==> config.mk <==
export PLATFORM = sky130hd
export DESIGN_NAME = crt_phosphor_blur
export DESIGN_NICKNAME = d
export VERILOG_FILES = /design/src/rtl/crt_phosphor_blur.sv
export SDC_FILE = /design/constraint.sdc
export NUM_CORES = 1
export LEC_CHECK = 0
export ABC_AREA = 1
export ABC_CLOCK_PERIOD_IN_PS = 3900
export BUFFER_PORTS_ARGS = -buffer_cell sky130_fd_sc_hd__buf_4
export CAP_MARGIN = 40
export CORE_UTILIZATION = 50
export DETAILED_ROUTE_END_ITERATION = 6
export PLACE_DENSITY = 0.81
export SLEW_MARGIN = 20
export SYNTH_ARGS = -nofsm -noshare
export SYNTH_HDL_FRONTEND = slang
export SYNTH_SLANG_ARGS = --single-unit
==> constraint.sdc <==
create_clock -name clock -period 3.9 [get_ports clock]
set_input_delay 0.78 -clock clock [delete_from_list [all_inputs] [get_ports clock]]
set_output_delay 0.78 -clock clock [all_outputs]
set_load 0.05 [all_outputs]
==> src/rtl/crt_phosphor_blur.sv <==
// CRT phosphor emulation: 3-tap horizontal blur combined with line-to-line
// persistence decay, on a 3-clock pipeline with sync pass-through.
module crt_phosphor_blur #(
  parameter int H_ACTIVE    = 1024,
  parameter int DECAY_SHIFT = 2
) (
  input  logic       clock,
  input  logic       reset,
  input  logic [7:0] pixel_in,
  input  logic       de_in,
  input  logic       hsync_in,
  input  logic       vsync_in,
  input  logic       blur_en,
  input  logic [7:0] line_tap,
  output logic [7:0] line_wr,
  output logic [7:0] pixel_out,
  output logic       de_out,
  output logic       hsync_out,
  output logic       vsync_out,
  output logic       line_len_err
);

  localparam logic [10:0] LINE_LEN = 11'(H_ACTIVE);

  logic [7:0]  pix1_r, cen2_r, lft2_r, tap2_r;
  logic        de1_r, hs1_r, vs1_r;
  logic        de2_r, del2_r, hs2_r, vs2_r;
  logic        first_line_r;
  logic [10:0] col_cnt_r;

  logic        de_fall_in_s, de_fall2_s, vs_rise2_s;
  logic [7:0]  left_s, right_s, h_s, d_s, max_s, out_s, wr_s;
  logic [9:0]  sum_s;

  assign de_fall_in_s = de1_r & ~de_in;
  // Frame/line markers are taken from stage-1 registers so first_line moves with stage 2.
  assign de_fall2_s   = de2_r & ~de1_r;
  assign vs_rise2_s   = vs1_r & ~vs2_r;

  // Stage 1 and stage 2 pipeline registers, plus the tap gated by first_line.
  always_ff @(posedge clock) begin
    if (reset) begin
      pix1_r <= 8'd0;
      de1_r  <= 1'b0;
      hs1_r  <= 1'b0;
      vs1_r  <= 1'b0;
      cen2_r <= 8'd0;
      lft2_r <= 8'd0;
      tap2_r <= 8'd0;
      de2_r  <= 1'b0;
      del2_r <= 1'b0;
      hs2_r  <= 1'b0;
      vs2_r  <= 1'b0;
    end else begin
      pix1_r <= pixel_in;
      de1_r  <= de_in;
      hs1_r  <= hsync_in;
      vs1_r  <= vsync_in;
      cen2_r <= pix1_r;
      lft2_r <= cen2_r;
      tap2_r <= first_line_r ? 8'd0 : line_tap;
      de2_r  <= de1_r;
      del2_r <= de2_r;
      hs2_r  <= hs1_r;
      vs2_r  <= vs1_r;
    end
  end

  // Frame-start tracking; a vsync edge beats a coincident end of line.
  always_ff @(posedge clock) begin
    if (reset) begin
      first_line_r <= 1'b1;
    end else if (vs_rise2_s) begin
      first_line_r <= 1'b1;
    end else if (de_fall2_s) begin
      first_line_r <= 1'b0;
    end else begin
      first_line_r <= first_line_r;
    end
  end

  // Active-run length measurement with a sticky error flag.
  always_ff @(posedge clock) begin
    if (reset) begin
      col_cnt_r    <= 11'd0;
      line_len_err <= 1'b0;
    end else begin
      if (de_in) begin
        col_cnt_r <= (col_cnt_r == 11'd2047) ? col_cnt_r : col_cnt_r + 11'd1;
      end else begin
        col_cnt_r <= 11'd0;
      end
      if (de_fall_in_s && (col_cnt_r != LINE_LEN)) begin
        line_len_err <= 1'b1;
      end else begin
        line_len_err <= line_len_err;
      end
    end
  end

  // Stage 3 datapath: edge-replicated window, decay, and bypass selection.
  always_comb begin
    left_s  = del2_r ? lft2_r : cen2_r;
    right_s = de1_r ? pix1_r : cen2_r;
    sum_s   = {2'b00, left_s} + {1'b0, cen2_r, 1'b0} + {2'b00, right_s};
    h_s     = sum_s[9:2];
    d_s     = tap2_r - (tap2_r >> DECAY_SHIFT);
    max_s   = (h_s > d_s) ? h_s : d_s;
    out_s   = 8'd0;
    wr_s    = 8'd0;
    if (!de2_r) begin
      out_s = 8'd0;
      wr_s  = 8'd0;
    end else if (blur_en) begin
      out_s = max_s;
      wr_s  = max_s;
    end else begin
      out_s = cen2_r;
      wr_s  = 8'd0;
    end
  end

  // Stage 3 output registers.
  always_ff @(posedge clock) begin
    if (reset) begin
      pixel_out <= 8'd0;
      line_wr   <= 8'd0;
      de_out    <= 1'b0;
      hsync_out <= 1'b0;
      vsync_out <= 1'b0;
    end else begin
      pixel_out <= out_s;
      line_wr   <= wr_s;
      de_out    <= de2_r;
      hsync_out <= hs2_r;
      vsync_out <= vs2_r;
    end
  end

endmodule

---- Word-level counts from Yosys, hierarchy flattened ----
Cells that the tools add are included.
storage, ports and cells
  register bits ........................... 70
  output and inout bits ................... 20
  word-level logic and storage cells ...... 43
cells by class
  add/subtract/negate cells ............... 4
  magnitude comparators ................... 1
  equality and inequality tests ........... 2
  multiplexer cells ....................... 4
  bitwise operators ....................... 8
  reduce and logical (&&, ||, !) cells .... 6
operators with widths
  operator                                       count
  2-to-1 mux 8 bit                               4
  adder 11 x 1 -> 11 bit, second input constant  1
  == test 11 bit, second input constant          1
  != test 11 bit, second input constant          1
  adder 10 x 8 -> 10 bit                         1
  adder 8 x 9 -> 10 bit                          1
  greater-than comparator 8 bit                  1
  OR reduction 2 bit                             4
  subtractor 8 x 6 -> 8 bit                      1
  inverter 1 bit                                 5
  AND 1 bit                                      3
  OR reduction 3 bit                             1
  logical AND 1 bit                              1

---- Logic depth before layout (Yosys ltp) ----
Gate-level depths: netlist (run 1).
  word-level depth ........................ 6
  mapped depth ............................ 25

---- Worst setup path after synthesis (run 1) ----
OpenSTA, ideal clock, no wires.
  kind .................................... register to register
  start ................................... register, netlist name de_out
  end ..................................... register pixel_out[5]
  setup time .............................. 0.058 ns
  arrival ................................. 3.767 ns
  data required time ...................... 3.842 ns
  setup slack ............................. 0.075 ns
  stages on the path, launching flop included .. 23
  path buffers ............................ 1
  clock period less this slack ............ 3.825 ns
  path through ............................ dfxtp_1 -> clkbuf_1 -> a21oi_1 -> fa_1 -> a21oi_2 -> nand3_1 -> fa_1 -> o21ai_2 -> nand2_1 -> nand2_1 -> nand2_1 -> nand2_1 -> inv_1 -> ha_1 -> a21oi_1 -> nor2_1 -> nor3_1 -> nand2_1 -> nand2_2 -> inv_2 -> nand2_1 -> nand3_2 -> nand2_2
RTL lines
  item                    line  text
  end signal: assignment  132   pixel_out <= out_s;
  end: declaration        16    output logic [7:0] pixel_out,

---- Final worst setup path (run 1) ----
  start ................................... register de1_r
  end ..................................... register pixel_out[6]
between the ends
  word-level cells in the longest chain between the ends .. 5
RTL lines
  item                           line  text
  start: declaration             26    logic de1_r, hs1_r, vs1_r;
  start signal: assignment       56    de1_r <= de_in;
  2-to-1 mux 8 bit (*)           104   right_s = de1_r ? pix1_r : cen2_r;
  adder 10 x 8 -> 10 bit (*)     105   sum_s = {2'b00, left_s} + {1'b0, cen2_r, 1'b0} + {2'b00, right_s};
  greater-than comparator 8 bit  108   max_s = (h_s > d_s) ? h_s : d_s;
  2-to-1 mux 8 bit (*)           108
  2-to-1 mux 8 bit (*)           114   end else if (blur_en) begin
Every way passes the cells marked *; elsewhere a longest branch is shown, timed or not.
A chain may end at the register's enable or synchronous reset.

==> results.json, run 1 <==
{
  "finalWirelength_mm": 6.83,
  "p_sw_w": 0.000475,
  "synthArstFlopShare_pct": 0,
  "synth-seq-cells": 70,
  "crit_type": "register to register",
  "slew_violations": 0,
  "final.min_clock_period_ps": 3570,
  "hpwl_mm": 5.28,
  "clock_sinks": 70,
  "p_leak_nw": 2.12,
  "grt_setup_unrepaired": "no",
  "grt_util_all_layers_pct": 20.4,
  "areaGrowthSynthToFinish_pct": 17.6,
  "avgSynthCellArea_sq_um": 7.59,
  "p_sw_share_pct": 29.2,
  "drc": 0,
  "clk_pin_slew_worst_paths_ps": 70,
  "clockBufferDepth": 2,
  "pwr-share-comb_pct": 18.6,
  "layout-drive-gt1-share_pct": 16.6,
  "power.density_nw_per_um2": 398,
  "gr-total-overflow": 0,
  "drt_iter0_markers": 205,
  "synth_ff_type": "dfxtp_1",
  "die_w_um": 85.5,
  "vias_per_cell": 4.85,
  "num-nets-final": 560,
  "synth_enable_flop_cells": 0,
  "place.gp.congestion": 0.883,
  "io_pins": 42,
  "peakVddDrop_uv": 271,
  "fp.dieH_um": 85.5,
  "setup_tns_ps": 0,
  "yosysWarnings": 0,
  "initial_core_util_pct": 51.6,
  "core-area_sq_um": 6760,
  "clk_latency_ps": 350,
  "hp-class": "register to register",
  "fmax_mhz": 280,
  "post-route-period-util_pct": 91.7,
  "yosys-top-cells-count": "inv_1, nand2_1, dfxtp_1",
  "synth_area_leader_cell": "dfxtp_1",
  "syn-num-nets": 513,
  "intPower_w": 0.00115,
  "cts_buffers": 9,
  "slew_headroom_pct": 60.5,
  "seq_area_frac_synth_pct": 40.2,
  "synth_area_leaders": "dfxtp_1, inv_1, nand2_1",
  "grt_pass1_vias": 2734,
  "hold_viol_final": 0,
  "synth_cells": 459,
  "placementRows": 30,
  "dieArea_sq_um": 7310,
  "io_buffers": 41,
  "synth_top_area_share_pct": 40.2,
  "cp.arrival_ps": 3820,
  "grt_pass1_wl_mm": 11.7,
  "tritoncts": "built",
  "worstPathMaxFanout": 11,
  "grt_max_degree": 37,
  "seq_power_share_pct": 45.8,
  "endpoint_kind": "register",
  "synth_cell_type_count": 33,
  "synthesis.area_sq_um": 3490,
  "ant_nets": 0,
  "p_clk_share_pct": 35.6,
  "num_vias": 2864,
  "max_cap_viol_count": 0,
  "status": "finished, final reports clean",
  "cts_root_buf": "clkbuf_8",
  "firstDrtPassIters": 4,
  "setup_viol": 0,
  "wire_per_inst_um": 11.6,
  "cts_max_level": 3,
  "yosysMostFrequentCell": "inv_1",
  "start_kind": "register",
  "finClkSkew_ps": 11.9,
  "diodes": 0,
  "fillers": 598,
  "antenna_found_initial": 0,
  "worstMarginPinSlew_ps": 591,
  "cp.required_ps": 4140,
  "total_power_w": 0.00163
}
## logic make-up after synthesis
| family | after synthesis | share of synthesized area, % |
|---|---|---|
| and+or+nand+nor | 191 | 23.9 |
| xor gates and xnor gates | 11 | 2.98 |
| buffers and inverters | 103 | 11.3 |
| AOI/OAI and AO/OA | 52 | 8.15 |
| adders and majority gates | 32 | 13.4 |
| DFF | 70 | 40.2 |
## routing by layer
metal  up-vias  routed length (um)  track usage [%]
met5         -                   0                0
met4         0                 161             10.9
met1      1287                3020             24.2
met2        55                3400             35.0
li1       1505                   -                -
met3        17                 253             4.14
## metrics by stage
step	hold WS, ps	cell area [sq um]	util, %	cells	setup slack (ps)
floorplan	388	3490	-	459	74.6
global placement	393	3870	57.3	574	334
detailed placement	397	3870	57.3	574	148
CTS	409	4070	60.2	590	123
global route	443	4100	60.7	591	54.8
finish	407	4100	60.7	591	325
## cell type report
| cell class | instances | area, sq um | area share, % |
|---|---|---|---|
| Clock buffer | 10 | 138 | 3.36 |
| Clock inverter | 6 | 61.3 | 1.50 |
| Inverter | 95 | 357 | 8.70 |
| Multi-Input combinational cell | 286 | 1700 | 41.5 |
| Sequential cell | 70 | 1410 | 34.4 |
| Tap cell | 80 | 100 | 2.44 |
| Timing Repair Buffer | 44 | 330 | 8.06 |
## path summary, 6_finish.rpt
| kind | start | endpoint | slack, ps | depth (start not counted) |
|---|---|---|---|---|
| max | de1_r$_SDFF_PP0_ | pixel_out[6]$_SDFF_PP0_ | 330 | 18 |
| min | hs2_r$_SDFF_PP0_ | hsync_out$_SDFF_PP0_ | 410 | 2 |
| max reg2reg | de1_r$_SDFF_PP0_ | pixel_out[6]$_SDFF_PP0_ | 330 | 18 |
| min reg2reg | hs2_r$_SDFF_PP0_ | hsync_out$_SDFF_PP0_ | 410 | 2 |
## sequential cells by signal, summed over array words and instances, names as in the netlist, 8 cells and up
register and cells:
col_cnt_r 11, pixel_out 8, tap2_r 8, pix1_r 8, line_wr 8, cen2_r 8
lft2_r 8
## layout by cell type (no fill, tap or decap), drive strengths merged, types with 2 or more instances in the layout
cell	Yosys	layout
clkinv	0	4
nor2	61	61
nand3	20	20
xnor2	6	6
dfxtp	70	70
o21ai	23	23
a31oi	5	5
nor3	4	4
buf	5	44
ha	23	23
a21oi	23	23
xor2	5	5
fa	9	9
nand2	92	92
nor4	2	2
or2	2	2
clkbuf	3	10
inv	95	95
nand4	9	9
## critical path, cell delays in order, from the launching register on
cell	delay [ps]
dfxtp_4	380
buf_4	180
o21ai_0	230
fa_1	460
ha_1	370
a21oi_1	270
o21ai_0	120
a31oi_1	210
inv_1	70
ha_1	300
nand2_1	80
nor2_1	160
nand2_1	70
nand2_1	120
nand2_4	100
inv_2	130
nand3_1	90
nand2_1	80
nand2_1	50
## power groups by stage
stage	Combinational, W	Sequential, W	Clock, W
2_1_floorplan	0.000201	0.000780	0
3_3_place_gp	0.000284	0.000763	0
3_5_place_dp	0.000292	0.000764	0
4_1_cts	0.000294	0.000747	0.000591
5_1_grt	0.000340	0.000749	0.000623
6_report	0.000304	0.000747	0.000580
## repair_timing
action,in CTS,in global routing
endpoints found under the setup margin,0,16
setup buffers,0,1
hold buffers,0,0
resized for setup,0,9
Power figures use the tool's default switching activity.
==> inputs of run 2 (changes only) <==
--- a/config.mk
+++ b/config.mk
@@ -9,9 +9,9 @@
 export ABC_CLOCK_PERIOD_IN_PS = 3900
 export BUFFER_PORTS_ARGS = -buffer_cell sky130_fd_sc_hd__buf_4
 export CAP_MARGIN = 40
-export CORE_UTILIZATION = 50
+export CORE_UTILIZATION = 30
 export DETAILED_ROUTE_END_ITERATION = 6
-export PLACE_DENSITY = 0.81
+export PLACE_DENSITY = 0.58
 export SLEW_MARGIN = 20
 export SYNTH_ARGS = -nofsm -noshare
 export SYNTH_HDL_FRONTEND = slang
==> results.json, run 2 (synthesis gave the netlist of run 1 again) <==
{
  "fillers": 1140,
  "fp.dieH_um": 110,
  "grt_pass1_vias": 2906,
  "largest_reg_flops": 11,
  "setup_tns_ps": 0,
  "clk_latency_ps": 320,
  "clock_sinks": 70,
  "wire_per_inst_um": 11.2,
  "cts_buffers": 9,
  "cp_common_cell": "nand2_1",
  "areaGrowthSynthToFinish_pct": 23.7,
  "crit_path_start": "cen2_r[1]$_SDFF_PP0_",
  "io_pins": 42,
  "dieArea_sq_um": 12100,
  "placementRows": 38,
  "post-route-period-util_pct": 92.5,
  "final.min_clock_period_ps": 3610,
  "clockBufferDepth": 2,
  "finalInstanceArea_sq_um": 4310,
  "place.gp.congestion": 0.878,
  "drt_iter0_markers": 62,
  "top_register": "col_cnt_r",
  "drc": 0,
  "hp-class": "register to register",
  "min_from": "hs1_r$_SDFF_PP0_",
  "vias_per_cell": 4.40,
  "cpPeakStageDelay_ps": 470,
  "num-nets-final": 560,
  "hold_viol_final": 0,
  "cts_max_level": 3,
  "p_leak_nw": 2.18,
  "setup_viol": 0,
  "slew_headroom_pct": 62.4,
  "holdPathEnd": "hs2_r$_SDFF_PP0_",
  "path_cells": "inv_1 > nor2_1 > a21oi_1 > fa_1 > a21oi_2 > nand3_1 > fa_1 > o21ai_2 > nand2_1 > nand2_1 > nand2_1 > nand2_1 > inv_1 > ha_1 > a21oi_1 > nor2_1 > nor3_1 > nand2_1 > nand2_4 > inv_2 > nand2_1 > nand3_1 > nand2_1",
  "worst-path-buf-inv": 3,
  "core-area_sq_um": 11100,
  "firstDrtPassIters": 4,
  "dp_slack_ps": 229,
  "max_cap_viol_count": 0,
  "power.density_nw_per_um2": 460,
  "grt_util_all_layers_pct": 13.4,
  "gr-total-overflow": 0,
  "cts_root_buf": "clkbuf_16",
  "layout-drive-gt1-share_pct": 16.0,
  "crit_type": "register to register",
  "peakVddDrop_uv": 254,
  "status": "finished, final reports clean",
  "slew_violations": 0,
  "r2r-start": "cen2_r[1]$_SDFF_PP0_",
  "r2r_slack_ps": 290,
  "fin_ws_ps": 291,
  "antenna_found_initial": 0,
  "ff2ff_path_depth": 23,
  "ant_nets": 0,
  "endpoint_kind": "register",
  "total_power_w": 0.00198,
  "num_vias": 2866,
  "critPathTopFamily": "adder cells",
  "rr_endpoint": "pixel_out[4]$_SDFF_PP0_",
  "worstMarginPinSlew_ps": 561,
  "place_area_sq_um": 3950,
  "whs_path_depth": 2,
  "cp.arrival_ps": 3870,
  "critPathSlowestCell": "fa_1",
  "mostFrequentLayoutCells": "inv_1, nand2_1, dfxtp_1, nor2_1, buf_4",
  "finClkSkew_ps": 7.83,
  "initial_core_util_pct": 31.5,
  "io_buffers": 41,
  "start_kind": "register",
  "tritoncts": "built",
  "hpwl_mm": 5.70,
  "grt_max_degree": 37,
  "clk_pin_slew_worst_paths_ps": 60,
  "finalWirelength_mm": 7.28,
  "die_w_um": 110,
  "cp.required_ps": 4160,
  "final_common_cell": "inv_1",
  "timing.hold.ws_ps": 402,
  "fmax_mhz": 277,
  "postCtsHoldBufs": 0,
  "worstPathMaxFanout": 9,
  "grt_pass1_wl_mm": 12.5,
  "diodes": 0
}
[run 2: cell count changes in the layout (fill, tap and decap cells not counted), moves of 2 or more]
| cell | change |
|---|---|
| clkbuf_8 | -10 |
| bufinv_16 | +2 |
| dfxtp_4 | -2 |
| clkbuf_16 | +9 |
| clkinv_2 | -2 |
[run 2: worst max-delay path by stage]
stage	endpoint	slack (ps)	cells after the start
3_5_place_dp	pixel_out[1]$_SDFF_PP0_	230	22
4_1_cts	pixel_out[0]$_SDFF_PP0_	210	22
6_report	pixel_out[4]$_SDFF_PP0_	290	23
3_3_place_gp	pixel_out[0]$_SDFF_PP0_	260	22
5_1_grt	pixel_out[0]$_SDFF_PP0_	-60	23
2_1_floorplan	pixel_out[5]$_SDFF_PP0_	70	22
[run 2: power by group]
part	leakage (nW)	switching (W)	total, W	internal (W)
clock	0.170	0.000309	0.000937	0.000627
sequential	0.571	0.0000115	0.000748	0.000737
combinational	1.44	0.000187	0.000296	0.000109
total	2.18	0.000508	0.00198	0.00147
[run 2: per-layer routing]
metal | routed length, um | track usage [%] | up-vias
met1 | 3340 | 15.2 | 1304
met4 | 123 | 5.81 | 0
met2 | 3520 | 23.3 | 44
met3 | 302 | 3.91 | 11
li1 | - | - | 1507
met5 | 0 | 0 | -
[run 2: through the flow]
stage / instances / util (%)
floorplan: 459 / -
global placement: 634 / 35.6
detailed placement: 634 / 35.6
CTS: 650 / 38.7
global route: 651 / 38.9
finish: 651 / 38.9
[run 2: tightest hold or removal path, cell delays in order, from the launching register on]
cell	delay, ps
dfxtp_1	300
inv_1	40
nor2_1	30
[run 2: cell type report]
cell class | count | area, sq um | share of cell area, %
Multi-Input combinational cell | 286 | 1690 | 39.3
Clock buffer | 9 | 225 | 5.22
Inverter | 95 | 357 | 8.27
Timing Repair Buffer | 44 | 334 | 7.75
Sequential cell | 70 | 1400 | 32.6
Tap cell | 140 | 175 | 4.06
Clock inverter | 7 | 121 | 2.82
[run 2: what timing repair did]
item / in CTS / in global routing
setup buffers: 0 / 1
setup endpoints to repair: 0 / 16
resized for setup: 0 / 4
==> inputs of run 3 (changes only) <==
--- a/config.mk
+++ b/config.mk
@@ -6,13 +6,15 @@
 export NUM_CORES = 1
 export LEC_CHECK = 0
 export ABC_AREA = 1
-export ABC_CLOCK_PERIOD_IN_PS = 3900
+export ABC_CLOCK_PERIOD_IN_PS = 3760
 export BUFFER_PORTS_ARGS = -buffer_cell sky130_fd_sc_hd__buf_4
 export CAP_MARGIN = 40
 export CORE_UTILIZATION = 30
 export DETAILED_ROUTE_END_ITERATION = 6
+export HOLD_SLACK_MARGIN = 0.02
 export PLACE_DENSITY = 0.58
 export SLEW_MARGIN = 20
 export SYNTH_ARGS = -nofsm -noshare
 export SYNTH_HDL_FRONTEND = slang
 export SYNTH_SLANG_ARGS = --single-unit
+export TNS_END_PERCENT = 50
==> constraint.sdc (replaced) <==
create_clock -name clock -period 3.76 [get_ports clock]
set_input_delay 0.752 -clock clock [delete_from_list [all_inputs] [get_ports clock]]
set_output_delay 0.752 -clock clock [all_outputs]
set_load 0.05 [all_outputs]
==> results.json, run 3 (synthesis gave the netlist of run 1 again) <==
{
  "status": "finished, final reports clean",
  "power.density_nw_per_um2": 476,
  "fp.dieH_um": 110,
  "num_vias": 2905,
  "top_register": "col_cnt_r",
  "min_from": "hs1_r$_SDFF_PP0_",
  "clock_sinks": 70,
  "clk_latency_ps": 330,
  "worstPathMaxFanout": 7,
  "firstDrtPassIters": 4,
  "crit_type": "register to register",
  "clk_pin_slew_worst_paths_ps": 60,
  "clockBufferDepth": 2,
  "hp-class": "register to register",
  "placementRows": 38,
  "num-nets-final": 567,
  "final.min_clock_period_ps": 3560,
  "setup_viol": 0,
  "diodes": 0,
  "fmax_mhz": 281,
  "fillers": 1114,
  "post-route-period-util_pct": 94.7,
  "hpwl_mm": 5.45,
  "grt_util_all_layers_pct": 13.2,
  "r2r-start": "cen2_r[1]$_SDFF_PP0_",
  "cts_buffers": 9,
  "place.gp.congestion": 0.839,
  "grt_pass1_vias": 2732,
  "gr-total-overflow": 0,
  "instances_no_fill": 658,
  "io_pins": 42,
  "cts_root_buf": "clkbuf_16",
  "holdPathEnd": "hs2_r$_SDFF_PP0_",
  "drt_iter0_markers": 85,
  "wire_per_inst_um": 11.2,
  "max_cap_viol_count": 0,
  "layout-drive-gt1-share_pct": 20.7,
  "worstMarginPinSlew_ps": 545,
  "place_area_sq_um": 3950,
  "dieArea_sq_um": 12100,
  "finClkSkew_ps": 4.89,
  "whs_path_depth": 2,
  "rr_endpoint": "pixel_out[1]$_SDFF_PP0_",
  "r2r_slack_ps": 200,
  "grt_max_degree": 37,
  "finalWirelength_mm": 7.40,
  "io_buffers": 41,
  "hold_viol_final": 0,
  "p_leak_nw": 2.21,
  "cp.arrival_ps": 3840,
  "endpoint_kind": "register",
  "ant_nets": 0,
  "initial_core_util_pct": 31.5,
  "dp.cells": 635,
  "finalInstanceArea_sq_um": 4470,
  "tritoncts": "built",
  "core-area_sq_um": 11100,
  "drc": 0,
  "areaGrowthSynthToFinish_pct": 28.3,
  "grt_pass1_wl_mm": 12.1,
  "vias_per_cell": 4.41,
  "largest_reg_flops": 11,
  "cts_max_level": 3,
  "start_kind": "register",
  "peakVddDrop_uv": 208,
  "mostFrequentLayoutCells": "inv_1, nand2_1, dfxtp_1, nor2_1, buf_4",
  "antenna_found_initial": 0,
  "final_common_cell": "inv_1",
  "slew_headroom_pct": 63.6,
  "cp.required_ps": 4040,
  "die_w_um": 110,
  "ff2ff_path_depth": 23,
  "slew_violations": 0
}
-- run 3: area by class of cell --
class	instances	area [sq um]	area share [%]
tap	140	175	3.92
clock buffer	9	225	5.03
timing repair buffer	50	383	8.56
multi-input combinational	287	1810	40.4
clock inverter	7	120	2.69
sequential	70	1410	31.5
inverter	95	357	7.97
-- run 3: where the power goes --
part           total (W)  switching, W  internal (W)
Sequential      0.000775     0.0000116      0.000764
Clock           0.000978      0.000328      0.000650
Combinational   0.000376      0.000223      0.000154
Total            0.00213      0.000563       0.00157
-- run 3: critical path, stage by stage (launching register included) --
cell and delay, ps:
dfxtp_2 340, inv_1 60, nor2_2 90, a21oi_2 50, fa_1 500, a21oi_2 190
nand3_2 110, fa_2 430, o21ai_4 160, nand2_1 80, nand2_1 60, nand2_1 60
nand2_2 70, inv_1 70, ha_4 250, a21oi_2 120, nor2_1 50, nor3_1 160
nand2_1 160, nand2_4 130, inv_2 80, nand2_1 80, nand3_2 100, nand2_2 100
-- run 3: worst max path at each step --
stage,start,end
floorplan,de_out$_SDFF_PP0_,pixel_out[5]$_SDFF_PP0_
global placement,de_out$_SDFF_PP0_,pixel_out[7]$_SDFF_PP0_
detailed placement,cen2_r[1]$_SDFF_PP0_,pixel_out[1]$_SDFF_PP0_
CTS,cen2_r[1]$_SDFF_PP0_,pixel_out[1]$_SDFF_PP0_
global route,de_out$_SDFF_PP0_,pixel_out[6]$_SDFF_PP0_
finish,cen2_r[1]$_SDFF_PP0_,pixel_out[1]$_SDFF_PP0_
-- run 3: metrics by stage --
stage	setup slack, ps	setup TNS, ps	utilization [%]	hold slack (ps)	power [W]
floorplan	131	0	-	388	0.00102
finish	199	0	40.4	403	0.00213
detailed placement	85.7	0	35.7	397	0.00109
global route	-27.2	-61.2	40.4	426	0.00224
CTS	53.8	0	38.8	405	0.00208
global placement	151	0	35.7	394	0.00109
-- run 3: timing repair --
item,in CTS,in global routing
hold buffers,0,0
endpoints found under the setup margin,0,16
setup buffers,0,6
gates resized for setup,0,31
-- run 3: metal layers --
metal / global-route usage [%] / part of all wire (%) / up-vias
li1: - / - / 1522
met1: 16.2 / 46 / 1316
met2: 21.3 / 47 / 55
met3: 4.15 / 5.2 / 12
met4: 5.62 / 1.7 / 0
met5: 0 / 0 / -
